<file path="src/rtl/block_write_back_pkg.sv">
// Shared state/constant header for the IDCT back-end stages.
// Holds the write-back FSM state enum, image geometry and scaling constants,
// and a constant-multiply helper that expands into shift-add terms so
// address generation never infers a hardware multiplier.
package block_write_back_pkg;

  // SRAM words per image row (320 pixels, two pixels per word)
  localparam int IMAGE_WIDTH_WORDS = 160;
  // Arithmetic right shift applied to IDCT results before clipping
  localparam int SCALE_SHIFT = 16;

  typedef enum logic [2:0] {
    S_WB_IDLE = 3'd0,
    S_WB_READ = 3'd1,
    S_WB_LO_0 = 3'd2,
    S_WB_LO_1 = 3'd3,
    S_WB_DONE = 3'd4
  } WB_state_type;

  // a * m modulo 2^18, built as a sum of shifted copies of a (one per set
  // bit of the constant m; 160 = 128 + 32 gives two terms).
  function automatic logic [17:0] mul_const_18(input logic [7:0] a,
                                               input logic [17:0] m);
    logic [17:0] acc_s;
    logic [17:0] ext_s;
    acc_s = 18'd0;
    ext_s = {10'd0, a};
    for (int i = 0; i < 18; i++) begin
      if (m[i]) begin
        acc_s = acc_s + (ext_s << i);
      end else begin
        acc_s = acc_s;
      end
    end
    return acc_s;
  endfunction

endpackage

</file>
<file path="src/rtl/block_write_back_if.sv">
// Bus bundle for the write-back engine.
// Groups the start/done handshake, block position, result-RAM read port and
// external SRAM write port.
//   master : the write-back engine (drives WB_done, S_read_address, SRAM_*)
//   slave  : the surrounding system (drives WB_start, block_row/col, S_read_data)
interface block_write_back_if;
  logic        WB_start;
  logic        WB_done;
  logic [4:0]  block_row;
  logic [5:0]  block_col;
  logic [6:0]  S_read_address;
  logic [31:0] S_read_data;
  logic [17:0] SRAM_address;
  logic [15:0] SRAM_write_data;
  logic        SRAM_we_n;

  modport master (
    input  WB_start, block_row, block_col, S_read_data,
    output WB_done, S_read_address, SRAM_address, SRAM_write_data, SRAM_we_n
  );

  modport slave (
    output WB_start, block_row, block_col, S_read_data,
    input  WB_done, S_read_address, SRAM_address, SRAM_write_data, SRAM_we_n
  );
endinterface

</file>
<file path="src/rtl/block_write_back_pixel_clip.sv">
// pixel_clip: combinational conversion of a signed 32-bit IDCT result to an
// 8-bit pixel. The value is arithmetically shifted right by SHIFT, then
// saturated to 0..255 (negative -> 0, above 255 -> 255).
// Ports:
//   value  in  32  signed input sample
//   pixel  out 8   clipped pixel
module pixel_clip
  import block_write_back_pkg::*;
#(
  parameter int SHIFT = block_write_back_pkg::SCALE_SHIFT
) (
  input  logic signed [31:0] value,
  output logic        [7:0]  pixel
);

  logic signed [31:0] shifted_s;

  // Scale then saturate to the 8-bit pixel range
  always_comb begin
    shifted_s = value >>> SHIFT;
    if (shifted_s < 32'sd0) begin
      pixel = 8'd0;
    end else if (shifted_s > 32'sd255) begin
      pixel = 8'd255;
    end else begin
      pixel = shifted_s[7:0];
    end
  end

endmodule

</file>
<file path="src/rtl/block_write_back.sv">
// block_write_back: post-IDCT write-back engine.
// Reads the 64 results of one 8x8 block from the result RAM in raster order,
// clips each to a pixel, pairs horizontally adjacent pixels into 16-bit words
// and writes the 32 words to SRAM at the block's place in the 320x240 image.
// Ports:
//   CLOCK_50_I  in   system clock
//   Resetn      in   asynchronous active-low reset (aborts any block)
//   bus         master side of block_write_back_if:
//     WB_start/WB_done handshake, block_row/block_col position (latched at
//     start), S_read_address/S_read_data result-RAM port (1-cycle latency),
//     SRAM_address/SRAM_write_data/SRAM_we_n registered SRAM write port.
// Start-to-done latency is 67 cycles regardless of data.
module block_write_back
  import block_write_back_pkg::*;
#(
  parameter int          IMAGE_WIDTH_WORDS = block_write_back_pkg::IMAGE_WIDTH_WORDS,
  parameter logic [17:0] DST_BASE          = 18'd0,
  parameter logic [6:0]  S_BASE            = 7'd0,
  parameter int          SCALE_SHIFT       = block_write_back_pkg::SCALE_SHIFT
) (
  input  logic                CLOCK_50_I,
  input  logic                Resetn,
  block_write_back_if.master  bus
);

  WB_state_type state_r, state_s;

  // Read-issue side: index of the element whose address is on the bus
  logic [5:0]  issue_k_r, issue_k_s;
  logic        issue_valid_r, issue_valid_s;
  logic [6:0]  rd_addr_r, rd_addr_s;

  // Data side: the element whose result is on S_read_data this cycle
  logic [5:0]  data_k_r;
  logic        data_valid_r;

  logic        latch_s;
  logic        done_r, done_s;
  logic [4:0]  row_r;
  logic [5:0]  col_r;
  logic [7:0]  pair_hi_r;

  logic [17:0] sram_addr_r;
  logic [15:0] sram_data_r;
  logic        we_n_r;

  logic [7:0]  pixel_s;
  logic [7:0]  row_term_s;
  logic [7:0]  col_term_s;
  logic [17:0] wr_addr_s;

  pixel_clip #(
    .SHIFT (SCALE_SHIFT)
  ) u_pixel_clip (
    .value (bus.S_read_data),
    .pixel (pixel_s)
  );

  // Next-state and next read address / done pulse
  always_comb begin
    state_s       = state_r;
    issue_k_s     = issue_k_r;
    issue_valid_s = 1'b0;
    rd_addr_s     = rd_addr_r;
    done_s        = 1'b0;
    latch_s       = 1'b0;
    case (state_r)
      S_WB_IDLE: begin
        if (bus.WB_start) begin
          state_s       = S_WB_READ;
          issue_k_s     = 6'd0;
          issue_valid_s = 1'b1;
          rd_addr_s     = S_BASE;
          latch_s       = 1'b1;
        end else begin
          state_s = S_WB_IDLE;
        end
      end
      S_WB_READ: begin
        if (issue_k_r == 6'd63) begin
          state_s = S_WB_LO_0;
        end else begin
          issue_k_s     = issue_k_r + 6'd1;
          issue_valid_s = 1'b1;
          rd_addr_s     = S_BASE + {1'b0, issue_k_s};
        end
      end
      // Element 63's data arrives here; its pair is written next cycle
      S_WB_LO_0: begin
        state_s = S_WB_LO_1;
      end
      S_WB_LO_1: begin
        state_s = S_WB_DONE;
        done_s  = 1'b1;
      end
      S_WB_DONE: begin
        state_s = S_WB_IDLE;
      end
      default: begin
        state_s = S_WB_IDLE;
      end
    endcase
  end

  // FSM state, read-issue counter and done pulse registers
  always_ff @(posedge CLOCK_50_I or negedge Resetn) begin
    if (!Resetn) begin
      state_r       <= S_WB_IDLE;
      issue_k_r     <= 6'd0;
      issue_valid_r <= 1'b0;
      rd_addr_r     <= 7'd0;
      done_r        <= 1'b0;
      data_k_r      <= 6'd0;
      data_valid_r  <= 1'b0;
    end else begin
      state_r       <= state_s;
      issue_k_r     <= issue_k_s;
      issue_valid_r <= issue_valid_s;
      rd_addr_r     <= rd_addr_s;
      done_r        <= done_s;
      data_k_r      <= issue_k_r;
      data_valid_r  <= issue_valid_r;
    end
  end

  // Block position is captured once so the caller may change it mid-block
  always_ff @(posedge CLOCK_50_I or negedge Resetn) begin
    if (!Resetn) begin
      row_r <= 5'd0;
      col_r <= 6'd0;
    end else if (latch_s) begin
      row_r <= bus.block_row;
      col_r <= bus.block_col;
    end else begin
      row_r <= row_r;
      col_r <= col_r;
    end
  end

  // Image row = 8*block_row + r, word column = 4*block_col + c/2, both of
  // which are plain bit concatenations of the latched position and k.
  always_comb begin
    row_term_s = {row_r, data_k_r[5:3]};
    col_term_s = {col_r, data_k_r[2:1]};
    wr_addr_s  = DST_BASE
               + mul_const_18(row_term_s, 18'(IMAGE_WIDTH_WORDS))
               + {10'd0, col_term_s};
  end

  // Pixel pairing and registered SRAM write port
  always_ff @(posedge CLOCK_50_I or negedge Resetn) begin
    if (!Resetn) begin
      pair_hi_r   <= 8'd0;
      sram_addr_r <= 18'd0;
      sram_data_r <= 16'd0;
      we_n_r      <= 1'b1;
    end else if (data_valid_r) begin
      if (!data_k_r[0]) begin
        pair_hi_r <= pixel_s;
        we_n_r    <= 1'b1;
      end else begin
        sram_addr_r <= wr_addr_s;
        sram_data_r <= {pair_hi_r, pixel_s};
        we_n_r      <= 1'b0;
      end
    end else begin
      we_n_r <= 1'b1;
    end
  end

  assign bus.S_read_address  = rd_addr_r;
  assign bus.WB_done         = done_r;
  assign bus.SRAM_address    = sram_addr_r;
  assign bus.SRAM_write_data = sram_data_r;
  assign bus.SRAM_we_n       = we_n_r;

endmodule

</file>
<file path="src/flat_wrapper.sv">
// flat-port wrapper written by rule: the top's interface ports become plain ports
module block_write_back_flat import block_write_back_pkg::*;
#(
  parameter int          IMAGE_WIDTH_WORDS = block_write_back_pkg::IMAGE_WIDTH_WORDS,
  parameter logic [17:0] DST_BASE          = 18'd0,
  parameter logic [6:0]  S_BASE            = 7'd0,
  parameter int          SCALE_SHIFT       = block_write_back_pkg::SCALE_SHIFT
)
  (CLOCK_50_I, Resetn, bus_WB_start, bus_block_row, bus_block_col, bus_S_read_data, bus_WB_done, bus_S_read_address, bus_SRAM_address, bus_SRAM_write_data, bus_SRAM_we_n);
  block_write_back_if bus_i ();
  input  logic CLOCK_50_I;
  input  logic Resetn;
  input wire logic [$bits(bus_i.WB_start)-1:0] bus_WB_start;
  input wire logic [$bits(bus_i.block_row)-1:0] bus_block_row;
  input wire logic [$bits(bus_i.block_col)-1:0] bus_block_col;
  input wire logic [$bits(bus_i.S_read_data)-1:0] bus_S_read_data;
  output wire logic [$bits(bus_i.WB_done)-1:0] bus_WB_done;
  output wire logic [$bits(bus_i.S_read_address)-1:0] bus_S_read_address;
  output wire logic [$bits(bus_i.SRAM_address)-1:0] bus_SRAM_address;
  output wire logic [$bits(bus_i.SRAM_write_data)-1:0] bus_SRAM_write_data;
  output wire logic [$bits(bus_i.SRAM_we_n)-1:0] bus_SRAM_we_n;
  assign bus_i.WB_start = bus_WB_start;
  assign bus_i.block_row = bus_block_row;
  assign bus_i.block_col = bus_block_col;
  assign bus_i.S_read_data = bus_S_read_data;
  assign bus_WB_done = bus_i.WB_done;
  assign bus_S_read_address = bus_i.S_read_address;
  assign bus_SRAM_address = bus_i.SRAM_address;
  assign bus_SRAM_write_data = bus_i.SRAM_write_data;
  assign bus_SRAM_we_n = bus_i.SRAM_we_n;
  block_write_back #(.IMAGE_WIDTH_WORDS(IMAGE_WIDTH_WORDS), .DST_BASE(DST_BASE), .S_BASE(S_BASE), .SCALE_SHIFT(SCALE_SHIFT)) u_core (.CLOCK_50_I(CLOCK_50_I), .Resetn(Resetn), .bus(bus_i));
endmodule
</file>
<file path="config.mk">
export PLATFORM = sky130hd
export DESIGN_NAME = block_write_back_flat
export DESIGN_NICKNAME = d
export VERILOG_FILES = /design/src/rtl/block_write_back_pkg.sv /design/src/rtl/block_write_back_if.sv /design/src/rtl/block_write_back_pixel_clip.sv /design/src/rtl/block_write_back.sv /design/src/flat_wrapper.sv
export SDC_FILE = /design/constraint.sdc
export NUM_CORES = 1
export LEC_CHECK = 0
export ABC_CLOCK_PERIOD_IN_PS = 3600
export CORE_ASPECT_RATIO = 0.7
export CORE_MARGIN = 4
export CORE_UTILIZATION = 34
export CTS_CLUSTER_DIAMETER = 100
export DETAILED_ROUTE_END_ITERATION = 10
export PLACE_DENSITY = 0.63
export SYNTH_ARGS = -nofsm -noshare
export SYNTH_HDL_FRONTEND = slang
export SYNTH_HIERARCHICAL = 1
export SYNTH_SLANG_ARGS = --single-unit
</file>
<file path="constraint.sdc">
create_clock -name CLOCK_50_I -period 3.6 [get_ports CLOCK_50_I]
set_input_delay 0.9 -clock CLOCK_50_I [delete_from_list [all_inputs] [get_ports CLOCK_50_I]]
set_output_delay 0.9 -clock CLOCK_50_I [all_outputs]
set_load 0.01 [all_outputs]
</file>
Word-level counts from Yosys, hierarchy flattened
Cells that the tools add are included.

storage, ports and cells
  input bits = 46
  word-level logic and storage cells = 49
  bits in registers = 79
  output and inout port bits = 43

cells by class
  mux-type cells = 18
  add/sub/neg operators = 3
  equal/unequal tests = 7
  order comparisons = 2
  bitwise gates (word level) = 1
  reduce and logical (&&, ||, !) cells = 5

operator list
  operator                                                                          number
  18-bit by 8-bit adder with 18-bit output                                          1
  13-bit by 15-bit adder with 16-bit output                                         1
  16-bit by 9-bit greater-than comparator with 1-bit output, second input constant  1
  16-bit by 1-bit < comparator with 1-bit output, second input constant             1
  8-bit 2-to-1 mux                                                                  2
  7-bit 2-to-1 mux                                                                  2
  7-bit one-hot mux with 2 select lines                                             1
  6-bit 2-to-1 mux                                                                  2
  3-bit one-hot mux with 4 select lines                                             1
  6-bit one-hot mux with 2 select lines                                             1
  1-bit 2-to-1 mux                                                                  7
  6-bit by 1-bit adder with 6-bit output, second input constant                     1
  3-bit by 2-bit == test with 1-bit output, second input constant                   2
  6-bit == test, second input constant                                              1
  2-bit != test, second input constant                                              2
  2-bit AND reduction                                                               2
  3-bit by 1-bit == test with 1-bit output, second input constant                   1
  3-bit zero test                                                                   1
  3-bit 2-to-1 mux                                                                  1
  3-bit AND reduction                                                               1
  2-bit by 1-bit != test with 1-bit output, second input constant                   1
  1-bit one-hot mux with 2 select lines                                             1
  2-bit nonzero test                                                                1
  1-bit inverter                                                                    1

Depth between registers and ports, before layout
Gate-level depths: netlist of the first run.

  depth after elaboration = 3
  mapped depth = 9
  gate-level depth less buffers = 9

Modules after synthesis
The synthesis of the first run kept the hierarchy.

modules (own cells, without submodules)
  module            area an instance (um^2)  times used  sequential area each (um^2)  cells each
  block_write_back  3,062.9                  1           1,752.9                      239
  pixel_clip        113.9                    1           0.0                          20

Worst setup path after synthesis of the first run
Ideal clock, no wire load.

  kind = register to register
  start point = reg u_core.data_k_r[3]
  end point = reg u_core.sram_addr_r[14] (netlist: u_core/bus.SRAM_address[14])
  arrival time = 2,101 ps
  data required time = 3,505 ps
  stages on the path, launching flop included = 9
  period minus slack after synthesis = 2,196 ps
  setup slack = 1,404 ps
  path buffers = 0
  library setup time = 95 ps
  cells stage by stage = dfrtp_1 inv_1 fa_1 fa_1 nor2b_4 o31ai_2 a221oi_2 nor3_1 o31ai_1

on the way
  cells in the longest elaborated chain, start to end = 2

ends and longest elaborated chain
  element                                    line                        RTL
  start, declared                            block_write_back.sv:34      logic [5:0] data_k_r;
  start signal, assigned                     block_write_back.sv:121     data_k_r <= issue_k_r;
  13-bit by 15-bit adder with 16-bit output  block_write_back_pkg.sv:30  acc_s = acc_s + (ext_s << i);
  18-bit by 8-bit adder with 18-bit output   block_write_back.sv:147     + {10'd0, col_term_s};
  end signal, assigned                       block_write_back.sv:162     sram_addr_r <= wr_addr_s;
  end, declared                              block_write_back.sv:43      logic [17:0] sram_addr_r;

No other way between the ends.
A chain may end at the register's enable or synchronous reset.

Worst setup path after layout of the first run
  start point = reg u_core.data_k_r[3]
  end point = reg u_core.sram_addr_r[11] (netlist: u_core/bus.SRAM_address[11])

The elaborated chain is that of the path after synthesis.

==> impl_results.md, run 1 <==
- Outcome: complete, no violations
- WHS: around 350 ps
- Largest net degree at the start of global routing: 39
- EDFF count, synth: 0
- Vias in the first global route: between 2000 and 2500
- TritonCTS buffer count: 9
- Crit end category: flip-flop
- CTS sink cnt: 70
- Max H-tree Level: 3
- Final ANT Viol Nets: 0
- Initial antenna violation count: 0
- Leak Pwr: around 1.9 nW
- Cell taking the most area after synthesis: dfrtp_1
- Slew at the pin closest to its max-slew limit: roughly 1100 ps
- Dominant synthesized flop cell: dfrtp_1
- Critical path's top delay family: adder cells
- GP Congestion: 0.818
- Multi-input combinational cell area: roughly 1300 µm²
- Synthesized cell area: ~3200 µm²
- Initial DRC Count: 51
- Rel. slew slack: 0.270
- Worst Path Buf+Inv: 2
- Core ar.: approximately 9000 µm²
- Register area: between 1500 and 2000 µm²
- Final WL: between 6000 and 7000 µm
- Maximum fanout along the worst path: 2
- Post-synth ARST share: 1.00
- Layout cell share with drive strength beyond 1: 0.193
- Peak supply drop: 0.339 mV
- Top cells by count, synth: dfrtp_1 (69), mux2_2 (42), nand2_1 (19), nor2_1 (19), o21ai_0 (19)
- Critical path's largest stage delay: around 600 ps
- Final period utilization: 0.665
- Total power per unit cell area: approximately 990 nW/µm²
- Launch point of the worst reg-to-reg path: u_core/data_k_r[3]
- Crit path DAT: 2600 ps
- # DRC: 0
- Setup TNS: 0 ps
- Final setup margin: about 1200 ps
- CP Launch Point: u_core/data_k_r[3]
- Vias per std cell: between 4 and 5
- Clock Latency Late Sink: about 330 ps
- RSZ-0062 raised after global routing: false
- Worst-path clk slew: about 50 ps
- Die X: approximately 120 µm
- Die area: approximately 11000 µm²
- Gr usage total: 0.125
- Hold Path Origin: u_core/issue_valid_r
- Worst setup SP type: flip-flop
- Avg WL per Cell: between 10 and 15 µm
- Slew Viols, Final: 0
- TritonRoute pass-1 iters: 4
- Post-route clock skew: ~5 ps
- Hold buffer count at CTS: 0
- CTS tree: built
- CTS max path bufs: 2
- Slowest-stage cell, CP: fa_1
- Most frequent CP cell: inv_1
- N_diodes: 0
- Area delta synth->final: 35.8%
- Final Util: 0.476
- Row cnt: 29
- Ranking of synthesized cells by area: dfrtp_1 (54%), mux2_2 (15%), ha_1 (6.3%)
- First-pass GRT wire length: 10300 µm
- Max Fclk: between 400 and 500 MHz
- Buffers on Ports: 69
- Most frequent cell after synthesis: dfrtp_1
- Synthesized instance count: around 260
- Critical-path cell list: inv_1 > fa_1 > inv_1 > ha_1 > a211oi_1 > o21bai_1 > a21oi_1 > xor2_1 > o21ai_0
- Post-layout minimum cycle time: between 2000 and 2500 ps
- Warnings, synthesis: 6
- Worst hold-check path type: reg -> reg
- Detailed-route via count: approximately 2100
- Final-layout fill cell count: 851
- Flops & latches, synth: 70
- Register area share after synthesis: 0.552
- Maxcap violations: 0
- Synth top area share: 0.544
- I/O Pins: 89
- Crit path required time: between 3000 and 4000 ps
- Final setup violation count: 0
- Pre-CTS setup slack: about 1100 ps
- Final Hold Viols: 0
- Nets: roughly 400
- Postcts setup bufs: 0
- Height of the die: approximately 89 µm
- Starting Density: 0.350
- Resized cells post-CTS: 0
- Netlist cell types: 37
- Syn Area/Cell: ~12 µm²
- Overflow after GRT: 0
- Worst Path Class, Setup: reg -> reg
- Half-perimeter wire length after placement: 4740 µm
- CTS root buf: clkbuf_16
## layout make-up
type | count | share of cell area
clock buffers | 11 | 0.0586
multi-input cells | 170 | 0.309
clock inverters | 4 | 0.0162
flip-flops and latches | 70 | 0.406
well taps | 124 | 0.0360
repair buffers | 71 | 0.165
inverters | 10 | 0.00870
## sequential cells by signal, summed over array words and instances, names as in the netlist
| signal | count |
|---|---|
| u_core/pair_hi_r | 8 |
| u_core/bus.SRAM_address | 16 |
| u_core/row_r | 5 |
| u_core/col_r | 6 |
| u_core/data_k_r | 6 |
| u_core/data_valid_r | 1 |
| u_core/bus.SRAM_write_data | 16 |
| u_core/bus.SRAM_we_n | 1 |
| u_core/issue_valid_r | 1 |
| u_core/bus.WB_done | 1 |
| u_core/state_r | 3 |
| u_core/bus.S_read_address | 6 |
## cells in the final DEF (no fill, tap or decap), types with 2 or more instances in the layout
| cell | netlist | final |
|---|---|---|
| dfrtp_1 | 69 | 69 |
| clkdlybuf4s50_1 | 0 | 68 |
| mux2_2 | 42 | 42 |
| nand2_1 | 19 | 19 |
| nor2_1 | 19 | 19 |
| o21ai_0 | 19 | 19 |
| ha_1 | 16 | 16 |
| inv_1 | 10 | 10 |
| clkbuf_16 | 0 | 9 |
| a31oi_1 | 9 | 9 |
| nand3_1 | 5 | 5 |
| a21oi_1 | 4 | 4 |
| xor2_1 | 4 | 4 |
| nand2b_1 | 3 | 3 |
| nor3_1 | 3 | 3 |
| o31ai_1 | 3 | 3 |
| conb_1 | 1 | 3 |
| clkinv_2 | 0 | 2 |
| bufinv_16 | 0 | 2 |
| clkbuf_8 | 0 | 2 |
| a21o_1 | 2 | 2 |
| a211oi_1 | 2 | 2 |
| o21a_1 | 2 | 2 |
| and3_1 | 2 | 2 |
| fa_1 | 2 | 2 |
## where the power goes
part | internal, mW | leakage (nW) | total [mW] | switching [mW]
combinational | 1.06 | 0.878 | 1.92 | 0.860
clock | 0.637 | 0.161 | 0.947 | 0.310
sequential | 1.17 | 0.836 | 1.40 | 0.230
total | 2.86 | 1.88 | 4.26 | 1.40
## path summary, 6_finish.rpt
path | to | slack, ps | cells after the start
setup / recovery | u_core/bus.SRAM_address[11] | 1210 | 9
hold / removal | u_core/data_valid_r | 350 | 0
setup reg to reg | u_core/bus.SRAM_address[11] | 1210 | 9
hold reg to reg | u_core/data_valid_r | 350 | 0
max in group asynchronous | u_core/bus.SRAM_we_n | 2240 | 2
min in group asynchronous | u_core/bus.SRAM_address[2] | 640 | 1
## cell families (layout without fill, tap and decap cells)
kind of cell / after synthesis / after routing / synth area share
AOI/OAI and AO/OA: 48 / 48 / 0.0973
adders and majority gates: 18 / 18 / 0.0756
buffers and inverters: 21 / 96 / 0.0307
other: 1 / 3 / 0.00118
and+or+nand+nor: 54 / 54 / 0.0807
muxes: 42 / 42 / 0.149
xor gates and xnor gates: 5 / 5 / 0.0138
DFF: 70 / 70 / 0.552
## through the flow
step,power [mW],cell area [µm²],instances
floorplan,2.58,3180,261
global placement,3.31,3990,445
detailed placement,3.35,3990,445
CTS,4.33,4320,460
global route,4.60,4320,460
finish,4.26,4320,460
## layer usage
metal  vias up  global-route usage  routed length (µm)
li1       1052                   -                   -
met2        51               0.180                2770
met1      1029               0.168                3160
met5         -                   0                   0
met4         0              0.0392                  57
met3         8              0.0594                 428
(Power assumes the default switching activity.)
==> run 2, diff against run 1 <==
Settings changed: ABC_CLOCK_PERIOD_IN_PS 3600 to 2400.
Clock period 3.6 ns to 2.4 ns, I/O delays scaled along.
==> run 2 against run 1 <==
Effect of this change:
- largest power group unchanged
- sequential power grew 50%
- critical path type unchanged
- hold slack got worse by 37 ps
- fmax increased by 5.0%
- register-to-register slack worse by 1100 ps
- first-iteration DRC count grew 140%
- highest routed layer unchanged
- worst setup slack worse by 1100 ps
- non-clock buffer count is 6 higher
- combinational power is 56% higher
==> impl_results.md, run 2 (synthesized netlist as in run 1, its figures left out) <==
- Setup TNS: 0 ps
- Post-layout minimum cycle time: 2280 ps
- Vias in the first global route: roughly 2200
- Commonest non-fill, non-tap cell in the layout: dfrtp_1
- Leak Pwr: 1.88 nW
- Final setup violation count: 0
- Height of the die: just under 90 µm
- # DRC: 0
- Vias per std cell: around 4.6
- Design Area, Final: between 4000 and 5000 µm²
- First-pass GRT wire length: between 10000 and 15000 µm
- Critical path's largest stage delay: just over 600 ps
- Die X: between 100 and 150 µm
- Final period utilization: 0.950
- Buffers on Ports: 69
- GP Congestion: around 0.8
- Core ar.: 9070 µm²
- Avg WL per Cell: 14.0 µm
- Die area: 11000 µm²
- TritonRoute pass-1 iters: 4
- Most frequent cells in the layout: dfrtp_1 (69), clkdlybuf4s50_1 (68), mux2_2 (42)
- Max H-tree Level: 3
- Final-layout fill cell count: ~850
- TritonCTS buffer count: 9
- Critical-path cell list: inv_1 > fa_2 > inv_1 > ha_4 > a211oi_2 > o21bai_1 > a21oi_2 > xor2_1 > o21ai_1
- Detailed-route via count: approximately 2200
- I/O Pins: just under 90
- Largest net degree at the start of global routing: 38
- Final WL: around 6500 µm
- Slowest-stage cell, CP: fa_2
- Worst Path Class, Setup: reg -> reg
- Initial DRC Count: between 100 and 150
- Outcome: complete, no violations
- Half-perimeter wire length after placement: between 4000 and 5000 µm
- Layout cell share with drive strength beyond 1: 0.222
- N_diodes: 0
- Final ANT Viol Nets: 0
- RSZ-0062 raised after global routing: false
- Worst hold-check path type: in -> async
- Critical path's top delay family: adder cells
- Most frequent CP cell: inv_1
- Final Hold Viols: 0
- Final Util: 0.478
- Nets: 402
- Total power per unit cell area: around 1500 nW/µm²
- Gr usage total: 0.130
- Crit path required time: 2600 ps
- Area after DPL: 4020 µm²
- Post-route clock skew: between 3 and 4 ps
- Maximum fanout along the worst path: 2
- Crit end category: flip-flop
- Area delta synth->final: 36.5%
- Worst Path Buf+Inv: 2
- Row cnt: 29
- Max Fclk: about 440 MHz
- Initial antenna violation count: 0
- Crit path DAT: about 2500 ps
- Overflow after GRT: 0
- Peak supply drop: ~0.6 mV
- Starting Density: 0.350
- CTS root buf: clkbuf_16
- Slew Viols, Final: 0
- CTS sink cnt: 70
- Worst setup SP type: flip-flop
- CTS tree: built
- Maxcap violations: 0
- CTS max path bufs: 2
- Clock Latency Late Sink: 330 ps
- Worst-path clk slew: approximately 50 ps
==> run 2: repair_timing <==
| action | in CTS | in global routing |
|---|---|---|
| pin swaps | 0 | 3 |
| hold buffers | 0 | 0 |
| endpoints found under the setup margin | 1 | 3 |
| setup buffers | 0 | 1 |
| resized for setup | 1 | 6 |
==> run 2: final timing paths <==
path                                           start                     endpoint  slack (ps)  cells past startpoint
min in group CLOCK_50_I         u_core/issue_valid_r          u_core/data_valid_r         350                      0
max in group asynchronous                     Resetn         u_core/bus.SRAM_we_n        1710                      2
worst min-delay path                          Resetn              u_core/col_r[0]         310                      2
worst max-delay path              u_core/data_k_r[5]  u_core/bus.SRAM_address[11]         120                      9
worst max register to register    u_core/data_k_r[5]  u_core/bus.SRAM_address[11]         120                      9
worst min register to register  u_core/issue_valid_r          u_core/data_valid_r         350                      0
==> run 2: metal layers <==
| metal | part of all wire | global-route usage | vias up |
|---|---|---|---|
| met5 | 0 | 0 | - |
| met4 | 0.0064 | 0.0392 | 0 |
| li1 | - | - | 1073 |
| met2 | 0.44 | 0.182 | 64 |
| met1 | 0.48 | 0.181 | 1009 |
| met3 | 0.075 | 0.0562 | 7 |
==> run 2: metrics by stage <==
stage | hold slack, ps | total power [mW] | worst slack (ps) | std cells
after floorplan | 304 | 3.87 | 204 | 261
after global placement | 334 | 4.97 | 37.6 | 450
after detailed placement | 338 | 5.04 | -40.8 | 450
after CTS | 324 | 6.31 | 5.96 | 465
after global routing | 353 | 6.85 | 4.02 | 466
final | 315 | 6.30 | 120 | 466
==> run 2: layout make-up <==
| cell class | instances | area [µm²] | share of cell area |
|---|---|---|---|
| multi-input cells | 170 | 1370 | 0.316 |
| clock buffers | 11 | 253 | 0.0583 |
| inverters | 10 | 37.5 | 0.00866 |
| well taps | 124 | 155 | 0.0358 |
| flip-flops and latches | 70 | 1750 | 0.404 |
| clock inverters | 4 | 22.5 | 0.00519 |
| repair buffers | 77 | 746 | 0.172 |
==> run 2: power breakdown <==
part	total (mW)	switching, mW	internal (mW)
Combinational	3.00	1.35	1.65
Clock	1.20	0.460	0.743
Sequential	2.10	0.344	1.75
==> run 2: worst reg2reg max path, stage by stage, from the launching register on <==
cell and delay, ps:
dfrtp_1 350, inv_1 70, fa_2 610, inv_1 80, ha_4 240, a211oi_2 250
o21bai_1 120, a21oi_2 140, xor2_1 210, o21ai_1 80
